File: config.mk
export PLATFORM = sky130hd
export DESIGN_NAME = fwd_network
export DESIGN_NICKNAME = d
export VERILOG_FILES = /design/src/rtl/fwd_network.sv
export SDC_FILE = /design/constraint.sdc
export NUM_CORES = 1
export LEC_CHECK = 0
export ABC_AREA = 1
export CAP_MARGIN = 30
export CORE_MARGIN = 2
export CORE_UTILIZATION = 30
export CTS_CLUSTER_SIZE = 40
export DETAILED_ROUTE_END_ITERATION = 16
export SYNTH_ARGS = -nofsm -noshare
export SYNTH_HDL_FRONTEND = slang
export SYNTH_SLANG_ARGS = --single-unit
File: constraint.sdc
create_clock -name clk -period 1.4 [get_ports clk]
set_input_delay 0.21 -clock clk [delete_from_list [all_inputs] [get_ports clk]]
set_output_delay 0.21 -clock clk [all_outputs]
set_load 0.02 [all_outputs]
File: src/rtl/fwd_network.sv
// fwd_network: ID/EX operand forwarding with load-use stall and registered EX operands.
// Defining FWD_PERF_EN builds saturating stall / forwarded-operand counters.
module fwd_network #(
    parameter int DATA_WIDTH = 64,
    parameter int REG_NUM    = 32,
    parameter int NUM_RS     = 2,
    parameter int STAGES     = 3,
    parameter int LOAD_STAGE = 1,
    localparam int RW        = $clog2(REG_NUM)
) (
    input  logic                         clk,
    input  logic                         rst_n,
    input  logic                         flush,
    input  logic                         id_valid,
    output logic                         id_ready,
    input  logic [NUM_RS*RW-1:0]         id_rs,
    input  logic [RW-1:0]                id_rd,
    input  logic                         id_rd_we,
    input  logic                         id_is_load,
    input  logic [NUM_RS*DATA_WIDTH-1:0] rf_data,
    input  logic [STAGES*DATA_WIDTH-1:0] stage_data,
    output logic                         ex_valid,
    output logic [NUM_RS*DATA_WIDTH-1:0] ex_operand,
    output logic [31:0]                  perf_stall_cnt,
    output logic [31:0]                  perf_fwd_cnt
);
    logic [STAGES-1:0]            r_tv, r_twe, r_tld;
    logic [RW-1:0]                r_trd [STAGES];
    logic [STAGES-1:0]            w_match [NUM_RS];
    logic [NUM_RS-1:0]            w_late;
    logic [NUM_RS*DATA_WIDTH-1:0] w_op, r_ex_op;
    logic                         w_fire, r_ex_valid;

    // Scan oldest to youngest so the youngest match overwrites and sets the hazard flag.
    always_comb begin
        w_op    = rf_data;
        w_late  = '0;
        w_match = '{default: '0};
        for (int i = 0; i < NUM_RS; i++) begin
            for (int k = 0; k < STAGES; k++)
                w_match[i][k] = r_tv[k] && r_twe[k] && id_rs[i*RW +: RW] != '0 && r_trd[k] == id_rs[i*RW +: RW];
            for (int k = STAGES-1; k >= 0; k--) begin
                if (w_match[i][k]) begin
                    w_op[i*DATA_WIDTH +: DATA_WIDTH] = stage_data[k*DATA_WIDTH +: DATA_WIDTH];
                    w_late[i] = r_tld[k] && (k < LOAD_STAGE);
                end
            end
            if (id_rs[i*RW +: RW] == '0)
                w_op[i*DATA_WIDTH +: DATA_WIDTH] = '0;
        end
    end

    assign id_ready   = ~|w_late;
    assign w_fire     = id_valid && id_ready;
    assign ex_valid   = r_ex_valid;
    assign ex_operand = r_ex_op;

    always_ff @(posedge clk or negedge rst_n) begin
        if (!rst_n) begin
            r_tv       <= '0;
            r_twe      <= '0;
            r_tld      <= '0;
            r_trd      <= '{default: '0};
            r_ex_valid <= 1'b0;
            r_ex_op    <= '0;
        end else begin
            for (int k = STAGES-1; k > 0; k--) begin
                r_tv[k]  <= r_tv[k-1] && !flush;
                r_twe[k] <= r_twe[k-1];
                r_tld[k] <= r_tld[k-1];
                r_trd[k] <= r_trd[k-1];
            end
            r_tv[0]    <= w_fire && !flush;
            r_twe[0]   <= id_rd_we;
            r_tld[0]   <= id_is_load;
            r_trd[0]   <= id_rd;
            r_ex_valid <= w_fire && !flush;
            if (w_fire && !flush)
                r_ex_op <= w_op;
        end
    end

`ifdef FWD_PERF_EN
    logic [31:0] r_stall, r_fwd;
    logic [32:0] w_fwd_sum;

    always_comb begin
        w_fwd_sum = {1'b0, r_fwd};
        for (int i = 0; i < NUM_RS; i++)
            w_fwd_sum = w_fwd_sum + 33'(|w_match[i]);
    end

    always_ff @(posedge clk or negedge rst_n) begin
        if (!rst_n) begin
            r_stall <= '0;
            r_fwd   <= '0;
        end else begin
            if (id_valid && !id_ready && !flush && r_stall != '1)
                r_stall <= r_stall + 32'd1;
            if (w_fire)
                r_fwd <= w_fwd_sum[32] ? '1 : w_fwd_sum[31:0];
        end
    end

    assign perf_stall_cnt = r_stall;
    assign perf_fwd_cnt   = r_fwd;
`else
    assign perf_stall_cnt = '0;
    assign perf_fwd_cnt   = '0;
`endif
endmodule

### Word-level counts from Yosys, hierarchy flattened

Cells that the tools add are included.

* input bits: 341
* register bits after elaboration: 151

* reductions and logical operators: 26
* muxes and demuxes: 10
* equality and inequality tests: 6

Operators with widths (number)
* $mux W64: 8
* $eq A5 B5 Y1: 6
* $logic_and A1 B1 Y1: 19
* $logic_not A5 Y1: 2
* $reduce_bool A5 Y1: 2
* $logic_not A1 Y1: 2
* $mux W1: 2
* $reduce_or A2 Y1: 1

### Logic depth before layout (Yosys ltp)

Gate-level depths: netlist (run 1).

* depth after elaboration: 8
* mapped depth: 14
* gate-level depth less buffers: 12

### Least setup slack after synthesis (run 1)

No wires, ideal clock.

* path type: register to register
* start: register r_tv[0]
* end: register r_ex_op[56], in the netlist ex_operand[56]
* data arrival time: 1.596 ns
* setup time: 0.134 ns
* slack: -0.330 ns
* stages on the path, launching flop included: 11
* period minus slack after synthesis: 1.730 ns
* path through: dfrtp_1 -> nand2_1 -> a21oi_1 -> nand2_1 -> nor2_1 -> nand2_1 -> nand2_1 -> nand2_2 -> nand3b_2 -> clkbuf_1 -> o21ai_0

* word-level cells in the longest chain between the ends: 8

Ends and longest elaborated chain
* start: declaration: line 27 `logic [STAGES-1:0] r_tv, r_twe, r_tld;`
* start signal: indexed assignment: line 68 `r_tv[k] <= r_tv[k-1] && !flush;`
* start signal: assignment: line 73 `r_tv[0] <= w_fire && !flush;`
* $logic_and A1 B1 Y1 *: line 41 `w_match[i][k] = r_tv[k] && r_twe[k] && id_rs[i*RW +: RW] != '0 && r_trd[k] == id_rs[i*RW +: RW];`
* $logic_and A1 B1 Y1 (2 in series): line 41
* $mux W1: line 43 `if (w_match[i][k]) begin`
* $reduce_or A2 Y1 *: line 53 `assign id_ready = ~|w_late;`
* $logic_not A1 Y1 *: line 53
* net id_ready: line 15 `output logic id_ready,`
* $logic_and A1 B1 Y1 *: line 54 `assign w_fire = id_valid && id_ready;`
* $logic_and A1 B1 Y1 *: line 78 `if (w_fire && !flush)`
* end signal: assignment: line 79 `r_ex_op <= w_op;`
* end: declaration: line 31 `logic [NUM_RS*DATA_WIDTH-1:0] w_op, r_ex_op;`

The timed path passes the listed nets; every way through them passes the cells marked *.
A chain may end at the register's enable or synchronous reset.

### Worst setup path after layout (run 1)

* start: register r_trd[13] in the netlist's numbering
* end: register r_ex_op[60], in the netlist ex_operand[60]

* word-level cells in the longest chain between the ends: 7

Ends and longest elaborated chain
* start: declaration: line 28 `logic [RW-1:0] r_trd [STAGES];`
* start signal: indexed assignment: line 71 `r_trd[k] <= r_trd[k-1];`
* $eq A5 B5 Y1: line 41
* $logic_and A1 B1 Y1: line 41
* $mux W1: line 43
* $reduce_or A2 Y1: line 53
* $logic_not A1 Y1: line 53
* $logic_and A1 B1 Y1: line 54
* $logic_and A1 B1 Y1: line 78

Several ways; a longest one is shown, not always the timed one.

==> impl_metrics.py, run 1 <==
metrics = {
    "worst_setup_path": {
        "endpoint_kind": "flip-flop",
        "cp.arrival_ns": 2.21,
        "critPathMaxFanout": 12,
        "worstSetupStartpointType": "flip-flop",
        "crit_buf_inv": 3,
        "worst_path_most_repeated_cell": "nand2_4",
        "crit_chain": "xnor2_2 -> nand2_2 -> nor2_4 -> nand2_4 -> nand2_4 -> nand2_4 -> buf_4 -> nand3b_4 -> buf_12 -> clkbuf_16 -> o21ai_1",
        "r2r_start": "r_trd[13]$_DFF_PN0_",
        "crit_path_top_delay_cell": "dfrtp_2",
        "worstPathRequired_ns": 1.74,
        "slowest_delay_ns": 0.45,
        "crit_type": "flip-flop to flip-flop",
        "critical-path-top-delay-family": "simple AND/OR/NAND/NOR gates",
        "critPathLaunch": "r_trd[13]$_DFF_PN0_",
    },
    "die": {
        "die_h_um": 209,
        "num_io_pins": 535,
        "rows": 75,
        "core_area_sq_um": 41700,
        "start_util_pct": 30.2,
        "dieArea_sq_um": 43600,
        "die_w_um": 209,
    },
    "power_and_ir_drop": {
        "ir_drop_uv": 825,
        "p_clk_share_pct": 30.7,
        "comb_power_share_pct": 36.2,
        "cell_internal_pwr_mw": 10.5,
        "p_per_area_nw_per_um2": 740,
        "p_sw_share_pct": 34.4,
        "power_frac_seq_pct": 33.1,
        "p_leak_nw": 11.5,
        "netSwitchingPower_mw": 5.50,
    },
    "route": {
        "final_antenna_net_count": 0,
        "drtPass1Iterations": 9,
        "via_per_inst": 5.07,
        "post-route-drc-count": 0,
        "routedWlPerCell_um": 21.3,
        "wirelength_um": 69600,
        "drt_iter0_drc": 1501,
        "vias": 16583,
    },
    "cells_and_area": {
        "nFillCells": 4148,
        "final_net_count": 3049,
        "drive_above_1_share_pct": 15.7,
        "syn_to_final_growth_pct": 71.5,
    },
    "placed_design": {
        "portBuffers": 470,
        "gp_congestion": 0.933,
        "place_hpwl_um": 44700,
        "dp_slack_ns": -1.01,
    },
    "sta": {
        "fmax_ghz": 0.533,
        "setup_viol_count_final": 235,
        "fin_crit_sh_pct": 134,
        "rsz0062_at_grt": "yes",
        "layout_setup_ws_ns": -0.476,
        "fin_worst_skew_ns": 0.0108,
        "holdWs_ns": 0.190,
        "slew_violations": 0,
        "period_needed_ns": 1.88,
        "final_hold_viol_count": 0,
    },
    "job": {
        "max_cap_viol_count": 0,
    },
    "logic_synthesis": {
        "synth_top_area_share_pct": 29.9,
        "synth_common_cells": "nand2_1, nand3_1, inv_1",
        "syn_area_per_cell_sq_um": 5.80,
        "yosysSeqAreaShare_pct": 29.9,
        "ys_warn_count": 0,
        "synth-seq-cells": 150,
        "netlist_instances": 2169,
        "synth_most_common_cell": "nand2_1",
        "synth_flop_cell": "dfrtp_1",
        "async_reset_ff_share_pct": 100,
        "syn_area_sq_um": 12600,
        "synthTopCellsByArea": "dfrtp_1, nand2_1, nand3_1",
        "synth_edf_count": 0,
        "ys_types": 25,
        "synth.largest_area_cell": "dfrtp_1",
    },
    "global_route": {
        "grt_usage_pct": 28.8,
        "grt_max_degree": 57,
        "grt_pass1_vias": 15833,
        "antenna_found_initial": 10,
        "grt_pass1_wl_um": 95100,
        "grt.overflow.total": 0,
    },
    "clock_tree": {
        "cts_sinks": 150,
        "clk_path_buf_depth": 2,
        "cts_tree": "yes",
        "root_buffer": "clkbuf_16",
        "clk_pin_slew_ns": 0.06,
        "clk_latency_ns": 0.46,
        "numCtsBuffers": 17,
        "htreeDepth": 4,
    },
    "status": {
        "outcome": "finished with violations",
        "failed_checks": "negative setup slack",
    },
    "hold_path": {
        "hold_start": "id_rd[0]",
        "hold_class": "input port to flip-flop",
    },
}
## registers in the layout, summed over array words and instances, names as in the netlist
register / cells
ex_operand: 128
r_twe: 3
r_tv: 3
r_trd: 15
r_tld: 1
## logic make-up after synthesis
| logic type | synth area share [%] |
|---|---|
| and+or+nand+nor | 45.3 |
| buffers and inverters | 21.8 |
| DFF | 29.9 |
| AOI/OAI and AO/OA | 2.79 |
| xor gates and xnor gates | 0.279 |
| other | 0.0298 |
## timing repair
item,in CTS,in global routing
setup endpoints to repair,257,244
hold buffers,1,0
gates cloned,12,31
pin swaps,26,75
resized for setup,115,197
endpoints found under the hold margin,24,0
setup buffers,22,12
## metal layers
metal | share of wire, % | wire length (um) | track usage (%)
met2 | 46 | 32100 | 47.6
met5 | 0.043 | 30 | 0
met4 | 5.4 | 3780 | 14.9
met1 | 39 | 26900 | 35.5
met3 | 9.8 | 6820 | 5.77
## per-stage QoR
| stage | total power [mW] | utilization, % | setup TNS, ns | instance area (sq um) | cells |
|---|---|---|---|---|---|
| final | 16.0 | 51.8 | -80.39 | 21600 | 3268 |
| after global routing | 16.6 | 51.7 | -93.82 | 21600 | 3267 |
| after CTS | 15.6 | 48.0 | -84.91 | 20000 | 3218 |
| after detailed placement | 10.5 | 44.7 | -111.61 | 18600 | 3152 |
| after global placement | 10.5 | 44.7 | -106.97 | 18600 | 3152 |
| after floorplan | 7.50 | - | -18.04 | 12900 | 2232 |
## worst register-to-register path, delay by kind of cell (launching register included)
kind,cells,cell delay [ns]
XOR/XNOR,1,0.16
flip-flops,1,0.45
AND/OR/NAND/NOR,6,0.56
AO/OA/AOI/OAI,1,0.08
buffers and inverters,3,0.51
## worst paths after layout
path	to	slack [ns]	cells past startpoint
max	ex_operand[60]$_DFFE_PN0P_	-0.48	11
min	r_trd[10]$_DFF_PN0_	0.19	1
max reg2reg	ex_operand[60]$_DFFE_PN0P_	-0.48	11
min reg2reg	r_twe[2]$_DFF_PN0_	0.43	0
max in group asynchronous	ex_operand[0]$_DFFE_PN0P_	0.63	3
min in group asynchronous	ex_operand[56]$_DFFE_PN0P_	0.25	2
## layout make-up
cell class	count	area (sq um)	area share, %
Tap cell	539	674	3.13
Inverter	416	1570	7.29
Timing Repair Buffer	660	7810	36.2
Clock buffer	19	443	2.05
Antenna cell	8	20.0	0.0928
Clock inverter	13	156	0.725
Sequential cell	150	3760	17.4
Multi-Input combinational cell	1463	7130	33.1
## power by group through the flow
stage | Combinational [mW] | Clock (mW) | Sequential (mW)
floorplan | 1.66 | 0 | 5.84
CTS | 5.34 | 4.96 | 5.25
finish | 5.78 | 4.89 | 5.29
global route | 6.11 | 5.15 | 5.34
global placement | 5.14 | 0 | 5.32
detailed placement | 5.17 | 0 | 5.32
## cells in the final DEF, fill, tap and decap left out, types with 7 or more instances in the layout
cell type / count
nand2_1: 717
nand3_1: 446
clkdlybuf4s50_1: 439
inv_1: 402
dfrtp_1: 146
nand3_2: 72
conb_1: 64
buf_12: 60
buf_4: 59
o21ai_1: 54
nand2_2: 46
clkbuf_16: 41
buf_6: 26
nand2_4: 14
buf_16: 14
inv_2: 12
nor2_4: 12
o21ai_2: 12
dlymetal6s2s_1: 11
clkdlybuf4s15_2: 9
diode_2: 8
buf_8: 7
Power figures use the tool's default switching activity.
==> run 2, diff against run 1 <==
--- a/config.mk
+++ b/config.mk
@@ -11,6 +11,7 @@
 export CORE_UTILIZATION = 30
 export CTS_CLUSTER_SIZE = 40
 export DETAILED_ROUTE_END_ITERATION = 16
+export SLEW_MARGIN = 5
 export SYNTH_ARGS = -nofsm -noshare
 export SYNTH_HDL_FRONTEND = slang
 export SYNTH_SLANG_ARGS = --single-unit
==> results of run 2 <==
Final layout, timing and power as in run 1 (identical DEF).
